**config.mk**
```make
export PLATFORM = sky130hd
export DESIGN_NAME = vga_plot_arbiter_flat
export DESIGN_NICKNAME = d
export VERILOG_FILES = /design/src/rtl/vga_pkg.sv /design/src/rtl/vga_plot_arbiter_if.sv /design/src/rtl/vga_plot_arbiter_rr_arb2.sv /design/src/rtl/vga_plot_arbiter.sv /design/src/flat_wrapper.sv
export SDC_FILE = /design/constraint.sdc
export NUM_CORES = 1
export LEC_CHECK = 0
export ABC_AREA = 1
export BUFFER_PORTS_ARGS = -buffer_cell sky130_fd_sc_hd__buf_2
export CORE_MARGIN = 2
export CORE_UTILIZATION = 45
export CTS_CLUSTER_DIAMETER = 100
export DETAILED_ROUTE_END_ITERATION = 10
export PLACE_DENSITY = 0.71
export REMOVE_ABC_BUFFERS = 1
export SLEW_MARGIN = 20
export SYNTH_ARGS = -nofsm -noshare
export SYNTH_HDL_FRONTEND = slang
export SYNTH_SLANG_ARGS = --single-unit
```
**constraint.sdc**
```tcl
create_clock -name clk -period 3.9 [get_ports clk]
set_clock_uncertainty 0.15 [all_clocks]
set_input_delay 0.39 -clock clk [delete_from_list [all_inputs] [get_ports clk]]
set_output_delay 0.39 -clock clk [all_outputs]
set_load 0.01 [all_outputs]
```
**src/rtl/vga_pkg.sv**
```systemverilog
// Shared screen geometry, pixel field widths and arbiter state encoding.
package vga_pkg;
   localparam int SCREEN_W = 160;
   localparam int SCREEN_H = 120;
   localparam int X_W      = 8;
   localparam int Y_W      = 7;
   localparam int COLOR_W  = 3;

   typedef enum logic {
      ST_IDLE  = 1'b0,
      ST_CLEAR = 1'b1
   } state_t;

   typedef struct packed {
      logic [X_W-1:0]     x;
      logic [Y_W-1:0]     y;
      logic [COLOR_W-1:0] color;
   } pix_t;
endpackage

```
**src/rtl/vga_plot_arbiter_if.sv**
```systemverilog
// Two-requester pixel request bundle; master drives requests, slave returns ready.
interface vga_plot_arbiter_if;
   import vga_pkg::*;

   logic [1:0]              req_valid;
   logic [1:0][X_W-1:0]     req_x;
   logic [1:0][Y_W-1:0]     req_y;
   logic [1:0][COLOR_W-1:0] req_color;
   logic [1:0]              req_ready;

   modport master (output req_valid, req_x, req_y, req_color, input req_ready);
   modport slave  (input req_valid, req_x, req_y, req_color, output req_ready);
endinterface

```
**src/rtl/vga_plot_arbiter_rr_arb2.sv**
```systemverilog
// Two-way round-robin grant; combinational ready, last grant advances only on a transfer.
module rr_arb2 (
   input  logic       clk,
   input  logic       reset,
   input  logic       en,
   input  logic [1:0] valid,
   output logic [1:0] ready
);
   logic       last_q;
   logic [1:0] grant;

   always_comb begin
      grant = valid;
      if (valid == 2'b11)
         grant = last_q ? 2'b01 : 2'b10;
   end

   assign ready = en ? grant : 2'b00;

   // last_q resets to 1 so requester 0 wins the first contention
   always_ff @(posedge clk or negedge reset) begin
      if (!reset)
         last_q <= 1'b1;
      else if (|(valid & ready))
         last_q <= ready[1];
   end
endmodule

```
**src/rtl/vga_plot_arbiter.sv**
```systemverilog
// Arbitrates two pixel writers onto the vga_adapter port and runs a full-screen clear sweep.
// Request pixels appear one cycle after transfer; requests are stalled for the whole sweep.
module vga_plot_arbiter
   import vga_pkg::*;
#(
   parameter int XMAX = SCREEN_W,
   parameter int YMAX = SCREEN_H
) (
   input  logic                clk,
   input  logic                reset,
   input  logic                clr_start,
   input  logic [COLOR_W-1:0]  clr_color,
   vga_plot_arbiter_if.slave   req,
   output logic [X_W-1:0]      x_out,
   output logic [Y_W-1:0]      y_out,
   output logic [COLOR_W-1:0]  color_out,
   output logic                plot,
   output logic                busy,
   output logic                clr_done,
   output logic                range_err
);
   localparam int CX_W = $clog2(XMAX + 1);
   localparam int CY_W = $clog2(YMAX + 1);

   state_t              state, state_nxt;
   logic [CX_W-1:0]     cx;
   logic [CY_W-1:0]     cy;
   logic [COLOR_W-1:0]  clr_col;
   logic                arb_en;
   logic                last_pix;
   logic                xfer;
   logic                in_range;
   pix_t                sel_pix;

   rr_arb2 u_arb (
      .clk   (clk),
      .reset (reset),
      .en    (arb_en),
      .valid (req.req_valid),
      .ready (req.req_ready)
   );

   assign last_pix = (cx == CX_W'(XMAX - 1)) && (cy == CY_W'(YMAX - 1));
   assign xfer     = |(req.req_valid & req.req_ready);

   always_comb begin
      sel_pix = req.req_ready[1]
              ? '{x: req.req_x[1], y: req.req_y[1], color: req.req_color[1]}
              : '{x: req.req_x[0], y: req.req_y[0], color: req.req_color[0]};
      in_range = ({24'd0, sel_pix.x} < 32'(XMAX)) && ({25'd0, sel_pix.y} < 32'(YMAX));
   end

   always_ff @(posedge clk or negedge reset) begin
      if (!reset)
         state <= ST_IDLE;
      else
         state <= state_nxt;
   end

   always_comb begin
      state_nxt = state;
      case (state)
         ST_IDLE:  if (clr_start) state_nxt = ST_CLEAR;
         ST_CLEAR: if (last_pix)  state_nxt = ST_IDLE;
         default:  state_nxt = ST_IDLE;
      endcase
   end

   // busy spans the clr_done cycle so it drops right after the final pixel
   always_comb begin
      arb_en = (state == ST_IDLE) && !clr_start;
      busy   = (state == ST_CLEAR) || clr_done;
   end

   always_ff @(posedge clk or negedge reset) begin
      if (!reset) begin
         x_out     <= '0;
         y_out     <= '0;
         color_out <= '0;
         plot      <= 1'b0;
         clr_done  <= 1'b0;
         range_err <= 1'b0;
         cx        <= '0;
         cy        <= '0;
         clr_col   <= '0;
      end else begin
         plot      <= 1'b0;
         clr_done  <= 1'b0;
         range_err <= 1'b0;
         if (state == ST_IDLE) begin
            if (clr_start) begin
               clr_col <= clr_color;
               cx      <= '0;
               cy      <= '0;
            end else if (xfer) begin
               if (in_range) begin
                  x_out     <= sel_pix.x;
                  y_out     <= sel_pix.y;
                  color_out <= sel_pix.color;
                  plot      <= 1'b1;
               end else begin
                  range_err <= 1'b1;
               end
            end
         end else begin
            x_out     <= X_W'(cx);
            y_out     <= Y_W'(cy);
            color_out <= clr_col;
            plot      <= 1'b1;
            if (last_pix) begin
               clr_done <= 1'b1;
               cx       <= '0;
               cy       <= '0;
            end else if (cx == CX_W'(XMAX - 1)) begin
               cx <= '0;
               cy <= cy + 1'b1;
            end else begin
               cx <= cx + 1'b1;
            end
         end
      end
   end
endmodule

```
**src/flat_wrapper.sv**
```systemverilog
// flat-port wrapper written by rule: the top's interface ports become plain ports
module vga_plot_arbiter_flat import vga_pkg::*;
#(
   parameter int XMAX = SCREEN_W,
   parameter int YMAX = SCREEN_H
)
  (clk, reset, clr_start, clr_color, x_out, y_out, color_out, plot, busy, clr_done, range_err, req_req_valid, req_req_x, req_req_y, req_req_color, req_req_ready);
  vga_plot_arbiter_if req_i ();
  input  logic clk;
  input  logic reset;
  input  logic clr_start;
  input  logic [COLOR_W-1:0] clr_color;
  output logic [X_W-1:0] x_out;
  output logic [Y_W-1:0] y_out;
  output logic [COLOR_W-1:0] color_out;
  output logic plot;
  output logic busy;
  output logic clr_done;
  output logic range_err;
  input wire logic [$bits(req_i.req_valid)-1:0] req_req_valid;
  input wire logic [$bits(req_i.req_x)-1:0] req_req_x;
  input wire logic [$bits(req_i.req_y)-1:0] req_req_y;
  input wire logic [$bits(req_i.req_color)-1:0] req_req_color;
  output wire logic [$bits(req_i.req_ready)-1:0] req_req_ready;
  assign req_i.req_valid = req_req_valid;
  assign req_i.req_x = req_req_x;
  assign req_i.req_y = req_req_y;
  assign req_i.req_color = req_req_color;
  assign req_req_ready = req_i.req_ready;
  vga_plot_arbiter #(.XMAX(XMAX), .YMAX(YMAX)) u_core (.clk(clk), .reset(reset), .clr_start(clr_start), .clr_color(clr_color), .req(req_i), .x_out(x_out), .y_out(y_out), .color_out(color_out), .plot(plot), .busy(busy), .clr_done(clr_done), .range_err(range_err));
endmodule
```
==> impl_metrics.toml, run 1 <==
[drt]
drtIter0Drc = 84
ant_nets = 0
vias = 2170
dr.pass1.iters = 4
routed_via_density = 4.94
wl_per_cell_um = 12.8
drc_errors = 0
wl_um = 5620

[power_and_ir_drop]
fin_total_pwr_w = 0.00152
power_density_nw_per_um2 = 544
ir_drop_v = 0.000197
leakagePower_nw = 1.48

[global_route]
grt_first_pass_wirelength_um = 9780
use_met3 = 0.0403
antenna_found_initial = 0
overflow = 0
met1_usage = 0.286
grtUsageMet2 = 0.333
grt_use_total = 0.207
grt_pass1_vias = 2047
grt_max_degree = 42
grt_busiest_layer = "met2"

[final_layout]
area_growth_pct = 18.2
final_cell_mix = "85 x nand2_1, 67 x buf_2, 40 x dfrtp_1"
instances_no_fill = 439
n_antenna_cell = 0
nets = 414
final_common_cell = "nand2_1"
drive_gt1_frac = 0.276

[timing]
hold_viol_final = 0
setup_tns_ns = 0
worst_slew_pin_slew_ns = 0.911
max_freq_mhz = 382
rsz0062_at_grt = "no"
finalSetupViolCount = 0
fin_crit_ns = 2.62
finalMaxSlewViolations = 0
fin_crit_sh = 0.672
slew_headroom = 0.393

[setup_path]
reg2reg_slack_ns = 1.28
endpoint_kind = "flip-flop"
worstSetupStartpointType = "flip-flop"
cp_max_fo = 20
required_ns = 3.95
crit_type = "flip-flop to flip-flop"
cp.arrival_ns = 2.67

[placed_design]
dpl.hpwl_um = 4100
gp_congestion = 0.850
placedCellCount = 431
port_buffers = 67

[synth]
syn_area_um2 = 2360
yosysWarnings = 0
ys_types = 30
yosysSeqAreaShare = 0.435
synth_seq_cells = 41
netlist_instances = 306
avgSynthCellArea_um2 = 7.71

[run_status]
status = "finished clean"

[clock_tree]
cts_inserted_buffers = 5
cts_tree = "yes"
holdBufCountCts = 0
cts_max_level = 2
cts.sink_count = 41
postCtsSetupBuffers = 0
cts_resized = 0
clock_latency_ns = 0.30
path_clk_slew_ns = 0.09
root_buffer = "clkbuf_8"
clock_path_buffers = 2

[floorplan]
chipWidth_um = 76.4
initial_utilization = 0.465
die-area_um2 = 5840
rows = 26
coreArea_um2 = 5070
top_level_ports = 68
die_h_um = 76.4

[hold_path]
hp-class = "primary input to async pin"

[flow_run]
maxCapViolations = 0
stage by stage:
stage          instance area (um2)  utilization  setup slack [ns]  hold WS [ns]
2_1_floorplan                 2260            -              1.45       -0.0556
3_3_place_gp                  2700        0.531              1.33         0.311
3_5_place_dp                  2700        0.531              1.20         0.315
4_1_cts                       2790        0.550              1.26         0.103
5_1_grt                       2790        0.550              1.00         0.134
6_report                      2790        0.550              1.28        0.0695
cell usage after synthesis:
cell / number / area (um2)
a22o_1: 1 / 8.76
a22oi_1: 1 / 7.51
a31oi_1: 3 / 18.8
buf_12: 1 / 20.0
nand2_8: 1 / 20.0
dfrtp_1: 40 / 1000
buf_2: 2 / 10.0
a21oi_1: 2 / 10.0
nand4_1: 6 / 37.5
o21ai_0: 31 / 155
nand2_2: 16 / 100
o22ai_1: 5 / 31.3
nand3_2: 1 / 10.0
nor3_1: 4 / 20.0
nand3_1: 24 / 120
o32ai_1: 2 / 17.5
inv_1: 31 / 116
o41ai_1: 1 / 8.76
dfstp_2: 1 / 26.3
or2_2: 2 / 12.5
nor2_1: 22 / 82.6
clkbuf_1: 7 / 26.3
buf_6: 4 / 45.0
nor2_2: 2 / 12.5
nand3_4: 1 / 17.5
ha_1: 2 / 25.0
xor2_1: 6 / 52.6
a21boi_0: 1 / 7.51
nor2_8: 1 / 20.0
nand2_1: 85 / 319
layer usage:
metal  part of all wire  vias to the layer above
met4              0.011                        0
met3              0.066                        6
li1                   -                     1122
met5                  0                        -
met2               0.46                       72
met1               0.47                      970
critical path, stage by stage (launching register included):
cell     delay (ns)
dfrtp_1        0.44
nor2_8         0.21
nand3_2        0.37
inv_1          0.47
nand2_1        0.11
nand2_1        0.11
nand2_2        0.08
nand3_4        0.23
nand2_8        0.18
nand2_1        0.10
nand2_1        0.05
final timing paths:
kind / from / depth (start not counted) / to
setup / recovery: u_core.state / 10 / u_core.x_out[4]
hold / removal: reset / 1 / u_core.state
setup reg to reg: u_core.state / 10 / u_core.x_out[4]
hold reg to reg: u_core.clr_col[0] / 2 / u_core.clr_col[0]
max in group asynchronous: reset / 1 / u_core.cx[7]
min in group clk: clr_color[2] / 3 / u_core.clr_col[2]
cell type report:
class	instances	area [um2]
fillers	516	2280
well taps	70	87.6
clock buffers	5	68.8
inverters	31	116
repair buffers	69	350
multi-input cells	220	1110
flip-flops and latches	41	1030
clock inverters	3	25.0
logic make-up after synthesis:
kind of cell | count (synthesis) | synth area share
buf+inv | 45 | 0.0923
flops | 41 | 0.435
compound gates | 47 | 0.112
simple gates | 165 | 0.327
fa+ha+maj | 2 | 0.0106
xor+xnor | 6 | 0.0223
where the power goes:
part / internal [W] / switching [W]
combinational: 0.000220 / 0.000288
clock: 0.000129 / 0.000161
sequential: 0.000585 / 0.000134
flip-flops by register name, summed over array words and instances (netlist names):
register             flops
u_core.clr_col           3
u_core.clr_done          1
u_core.color_out         3
u_core.cx                8
u_core.cy                7
u_core.plot              1
u_core.range_err         1
u_core.state             1
u_core.u_arb.last_q      1
u_core.x_out             8
u_core.y_out             7
(Power assumes the default switching activity.)
==> run 2, diff against run 1 <==
==> constraint.sdc (replaced) <==
create_clock -name clk -period 2.7 [get_ports clk]
set_clock_uncertainty 0.15 [all_clocks]
set_input_delay 0.27 -clock clk [delete_from_list [all_inputs] [get_ports clk]]
set_output_delay 0.27 -clock clk [all_outputs]
set_load 0.01 [all_outputs]
==> impl_metrics.toml, run 2 (synthesis results as in run 1) <==
[global_route]
grt_use_total = 0.209
grt_max_degree = 42
grt_pass1_vias = 2173
antenna_found_initial = 0
overflow = 0
grt_first_pass_wirelength_um = 9850

[placed_design]
port_buffers = 67
dpl.hpwl_um = 4030
gp_congestion = 0.860

[timing]
max_freq_mhz = 437
hold_viol_final = 0
setup_tns_ns = 0
fin_crit_sh = 0.848
slew_headroom = 0.391
finalSetupViolCount = 0
rsz0062_at_grt = "no"
finalMaxSlewViolations = 0
fin_crit_ns = 2.29
worst_slew_pin_slew_ns = 0.914
whs_ns = 0.0385

[final_layout]
drive_gt1_frac = 0.279
area_growth_pct = 20.6
largestRegisters = "u_core.cx x8, u_core.x_out x8"
n_antenna_cell = 0
final_common_cell = "nand2_1"
nets = 418
final_cell_mix = "85 x nand2_1, 67 x buf_2, 40 x dfrtp_1"

[drt]
wl_um = 5640
vias = 2214
drtIter0Drc = 77
dr.pass1.iters = 4
wl_per_cell_um = 12.7
drc_errors = 0
ant_nets = 0
routed_via_density = 5.00

[run_status]
status = "finished clean"

[setup_path]
path_cells = "nor2_8 -> nand3_2 -> inv_1 -> buf_4 -> nand2_1 -> nand2_1 -> nand2_2 -> nand3_4 -> nand2_8 -> nand2_1 -> nand2_1"
r2r-start = "u_core.state"
worstSetupStartpointType = "flip-flop"
cp_max_fo = 19
r2r_end = "u_core.x_out[5]"
endpoint_kind = "flip-flop"
crit_type = "flip-flop to flip-flop"
reg2reg_slack_ns = 0.41
cp.arrival_ns = 2.32
critPathSlowestCell = "dfrtp_1"
required_ns = 2.73
crit_top_cell = "nand2_1"
rr_worst_depth = 11
slowest_delay_ns = 0.45

[floorplan]
top_level_ports = 68
coreArea_um2 = 5070
die_h_um = 76.4
chipWidth_um = 76.4
die-area_um2 = 5840
initial_utilization = 0.465
rows = 26

[hold_path]
worstHoldEndpoint = "u_core.clr_col[1]"
hp-class = "primary input to flip-flop"
hold_depth = 3
min-delay-start = "clr_color[1]"

[clock_tree]
clock_latency_ns = 0.29
cts.sink_count = 41
cts_inserted_buffers = 5
path_clk_slew_ns = 0.08
postCtsSetupBuffers = 0
root_buffer = "clkbuf_8"
clock_path_buffers = 2
cts_tree = "yes"
cts_max_level = 2

[flow_run]
maxCapViolations = 0

[power_and_ir_drop]
ir_drop_v = 0.000278
leakagePower_nw = 1.51
power_density_nw_per_um2 = 795
[run 2: cell types whose count changed in the layout (fill, tap and decap cells not counted), sizes merged]
cell	delta
dlygate4sd3	+1
clkinv	-1
clkbuf	+2
clkinvlp	-1
bufinv	+1
buf	+3
inv	-1
[run 2: cell type report]
cell class	count	area [um2]
fill	497	2230
multi-input combinational	220	1110
sequential	41	1030
timing repair buffer	73	383
inverter	31	116
tap	70	87.6
clock buffer	7	86.3
clock inverter	1	30.0
[run 2: metal layers]
layer / up-vias / share of wire / global-route usage
met5: - / 0 / 0
met4: 0 / 0.0064 / 0.0600
met3: 4 / 0.057 / 0.0355
met2: 68 / 0.48 / 0.351
met1: 1020 / 0.46 / 0.278
li1: 1122 / - / -
[run 2: repair_timing]
action	in CTS	in global routing
gates resized for setup	0	0
hold buffers	1	0
endpoints found under the hold margin	22	0
[run 2: critical path, delay by kind of cell, from the launching register on]
| kind | cells | cell delay (ns) |
|---|---|---|
| simple gates | 9 | 1.26 |
| flops | 1 | 0.45 |
| buf+inv | 2 | 0.31 |
[run 2: through the flow]
stage	total power (W)	worst slack (ns)	utilization	instance area (um2)	instances
3_3_place_gp	0.00174	0.527	0.536	2720	434
4_1_cts	0.00228	0.388	0.561	2850	443
3_5_place_dp	0.00177	0.418	0.536	2720	434
5_1_grt	0.00246	0.200	0.561	2850	443
6_report	0.00226	0.411	0.561	2850	443
2_1_floorplan	0.00149	0.248	-	2260	292
[run 2: where the power goes]
part	leakage (nW)	total (W)	internal [W]	switching (W)
clock network	0.0585	0.000502	0.000301	0.000201
registers	0.492	0.00103	0.000845	0.000188
logic	0.960	0.000727	0.000318	0.000409
total	1.51	0.00226	0.00146	0.000798
[run 2: how the worst max path moves through the flow]
stage                             from                  end  slack (ns)  cells after the start
after floorplan           u_core.state  u_core.color_out[2]        0.25                      8
after global placement    u_core.state      u_core.x_out[0]        0.53                     11
after detailed placement  u_core.state      u_core.x_out[0]        0.42                     11
after CTS                 u_core.state      u_core.x_out[5]        0.39                     11
after global routing      u_core.state  u_core.color_out[2]        0.20                     11
final                     u_core.state      u_core.x_out[5]        0.41                     11
==> run 3, diff against run 2 <==
--- a/config.mk
+++ b/config.mk
@@ -5,7 +5,7 @@
 export SDC_FILE = /design/constraint.sdc
 export NUM_CORES = 1
 export LEC_CHECK = 0
-export ABC_AREA = 1
+export ABC_AREA = 0
 export BUFFER_PORTS_ARGS = -buffer_cell sky130_fd_sc_hd__buf_2
 export CORE_MARGIN = 2
 export CORE_UTILIZATION = 45
==> constraint.sdc (replaced) <==
create_clock -name clk -period 2.3 [get_ports clk]
set_clock_uncertainty 0.15 [all_clocks]
set_input_delay 0.23 -clock clk [delete_from_list [all_inputs] [get_ports clk]]
set_output_delay 0.23 -clock clk [all_outputs]
set_load 0.01 [all_outputs]
==> impl_metrics.toml, run 3 <==
[run_status]
status = "finished clean"

[power_and_ir_drop]
power_density_nw_per_um2 = 864
switching_power_w = 0.000828
ir_drop_v = 0.000577
fin_total_pwr_w = 0.00238
swShare = 0.348
combPwrFrac = 0.286
seqPwrFrac = 0.506
leakagePower_nw = 1.28
p_int_w = 0.00155
pwr-share-clk = 0.208

[synth]
syn_area_um2 = 2240
yosysSeqAreaShare = 0.459
yosysWarnings = 0
netlist_top_cells_area = "dfrtp_1 45%, nand2_1 9.7%, o21ai_0 4.0%"
synth_edf_count = 0
postSynth.asyncResetShare = 1.00
yosys-top-cells-count = "58 x nand2_1, 40 x dfrtp_1, 18 x nor2_1, 18 x o21ai_0"
synth_top_area_frac = 0.447
synth_seq_cells = 41
netlist_instances = 251
avgSynthCellArea_um2 = 8.91
ys_types = 45
yosysMostFrequentCell = "nand2_1"
synth.largest_area_cell = "dfrtp_1"
synth_flop_cell = "dfrtp_1"

[global_route]
grt_max_degree = 29
grt_use_total = 0.218
antenna_found_initial = 0
grt_first_pass_wirelength_um = 9250
grt_pass1_vias = 1956
overflow = 0

[clock_tree]
cts_tree = "yes"
cts_max_level = 2
clock_path_buffers = 2
cts.sink_count = 41
cts_inserted_buffers = 5
path_clk_slew_ns = 0.08
postCtsSetupBuffers = 0
root_buffer = "clkbuf_8"
clock_latency_ns = 0.30

[setup_path]
worstSetupStartpointType = "flip-flop"
cp_max_fo = 19
startpoint = "u_core.u_arb.last_q"
r2r-start = "u_core.cx[0]"
endpoint_kind = "output port"
reg2reg_slack_ns = 0.23
r2r_end = "u_core.cy[5]"
required_ns = 1.92
rr_worst_depth = 5
crit_type = "flip-flop to output port"
cp.arrival_ns = 1.74

[drt]
vias = 2092
wl_um = 5720
dr.pass1.iters = 4
drc_errors = 0
wl_per_cell_um = 14.6
ant_nets = 0
drtIter0Drc = 104
routed_via_density = 5.34

[final_layout]
largestRegisters = "u_core.cx x8, u_core.x_out x8"
fillers = 434
final_util = 0.580
finalInstanceArea_um2 = 2760
final_common_cell = "buf_2"
regArea_um2 = 1030
nets = 370
area_growth_pct = 23.3
multiInputGateArea_um2 = 1110
n_antenna_cell = 0
drive_gt1_frac = 0.332
final_cell_mix = "67 x buf_2, 58 x nand2_1, 40 x dfrtp_1"

[floorplan]
coreArea_um2 = 4750
initial_utilization = 0.471
die_h_um = 74.5
top_level_ports = 68
rows = 25
chipWidth_um = 74.5
die-area_um2 = 5550

[timing]
slew_headroom = 0.572
finalMaxSlewViolations = 0
max_freq_mhz = 471
hold_viol_final = 0
finalSetupViolCount = 0
rsz0062_at_grt = "no"
fin_crit_sh = 0.923
worst_slew_pin_slew_ns = 0.643
fin_crit_ns = 2.12
setup_tns_ns = 0

[hold_path]
worstHoldEndpoint = "u_core.clr_col[0]"
hold_depth = 2
hp-class = "primary input to flip-flop"
min-delay-start = "clr_color[0]"

[placed_design]
gp_congestion = 0.822
dpl.hpwl_um = 4160
dpl-instance-area_um2 = 2650
port_buffers = 67

[flow_run]
maxCapViolations = 0
==> run 3: cell types whose count changed in the layout (fill, tap and decap cells not counted), sizes merged, moves of 4 or more <==
cell,delta
o21ai,-5
a31o,+10
inv,-25
nand2,-44
nand3,-19
nor2,-6
o22ai,-4
a211oi,+9
a31oi,+8
nor2b,+11
xor2,-6
buf,+4
==> run 3: area by class of cell <==
class / instances / share of cell area
tap: 67 / 0.0304
clock buffer: 8 / 0.0327
multi-input combinational: 192 / 0.404
inverter: 7 / 0.0109
timing repair buffer: 77 / 0.150
sequential: 41 / 0.373
==> run 3: cells by family (layout without fill, tap and decap cells) <==
kind of cell / after synthesis / after routing / synth area share
flops: 41 / 41 / 0.459
mux: 3 / 3 / 0.0151
compound gates: 68 / 68 / 0.206
fa+ha+maj: 2 / 2 / 0.0112
buf+inv: 18 / 92 / 0.0431
xor+xnor: 2 / 2 / 0.00783
simple gates: 117 / 117 / 0.258
==> run 3: repair_timing <==
item | 4_1_cts | 5_1_grt
resized for setup | 0 | 1
hold buffers | 1 | 0
hold endpoints to repair | 26 | 0
endpoints found under the setup margin | 0 | 1
==> run 3: critical path: stages (launching register included) <==
cell and delay [ns]:
dfstp_2 0.38, a211o_1 0.28, or2_2 0.32, clkinvlp_4 0.27, buf_2 0.19
==> run 3: worst max path at each step <==
| stage | endpoint | cells after the start |
|---|---|---|
| 4_1_cts | req_req_ready[1] | 4 |
| 5_1_grt | req_req_ready[1] | 4 |
| 3_3_place_gp | u_core.cy[5] | 5 |
| 6_report | req_req_ready[1] | 4 |
| 2_1_floorplan | u_core.y_out[4] | 6 |
| 3_5_place_dp | u_core.cy[5] | 5 |
==> run 3: power groups by stage <==
stage	sequential, W	combinational, W	clock, W
after floorplan	0.00121	0.000388	0
after global placement	0.00121	0.000669	0
after global routing	0.00124	0.000785	0.000527
after CTS	0.00120	0.000690	0.000502
after detailed placement	0.00121	0.000684	0
final	0.00120	0.000682	0.000495
==> run 3: per-stage QoR <==
step | instances | hold slack, ns | worst slack, ns
2_1_floorplan | 240 | -0.216 | -0.211
3_3_place_gp | 383 | 0.139 | 0.326
3_5_place_dp | 383 | 0.139 | 0.290
4_1_cts | 392 | 0.0146 | 0.0202
5_1_grt | 392 | 0.0165 | 0.105
6_report | 392 | 0.0141 | 0.176
==> run 3: metal layers <==
layer	vias to the layer above	wire length, um	part of all wire	GRT usage
met2	63	2650	0.46	0.340
met4	0	54	0.0094	0.0536
met1	990	2680	0.47	0.304
met5	-	0	0	0
met3	6	344	0.060	0.0569
li1	1033	-	-	-
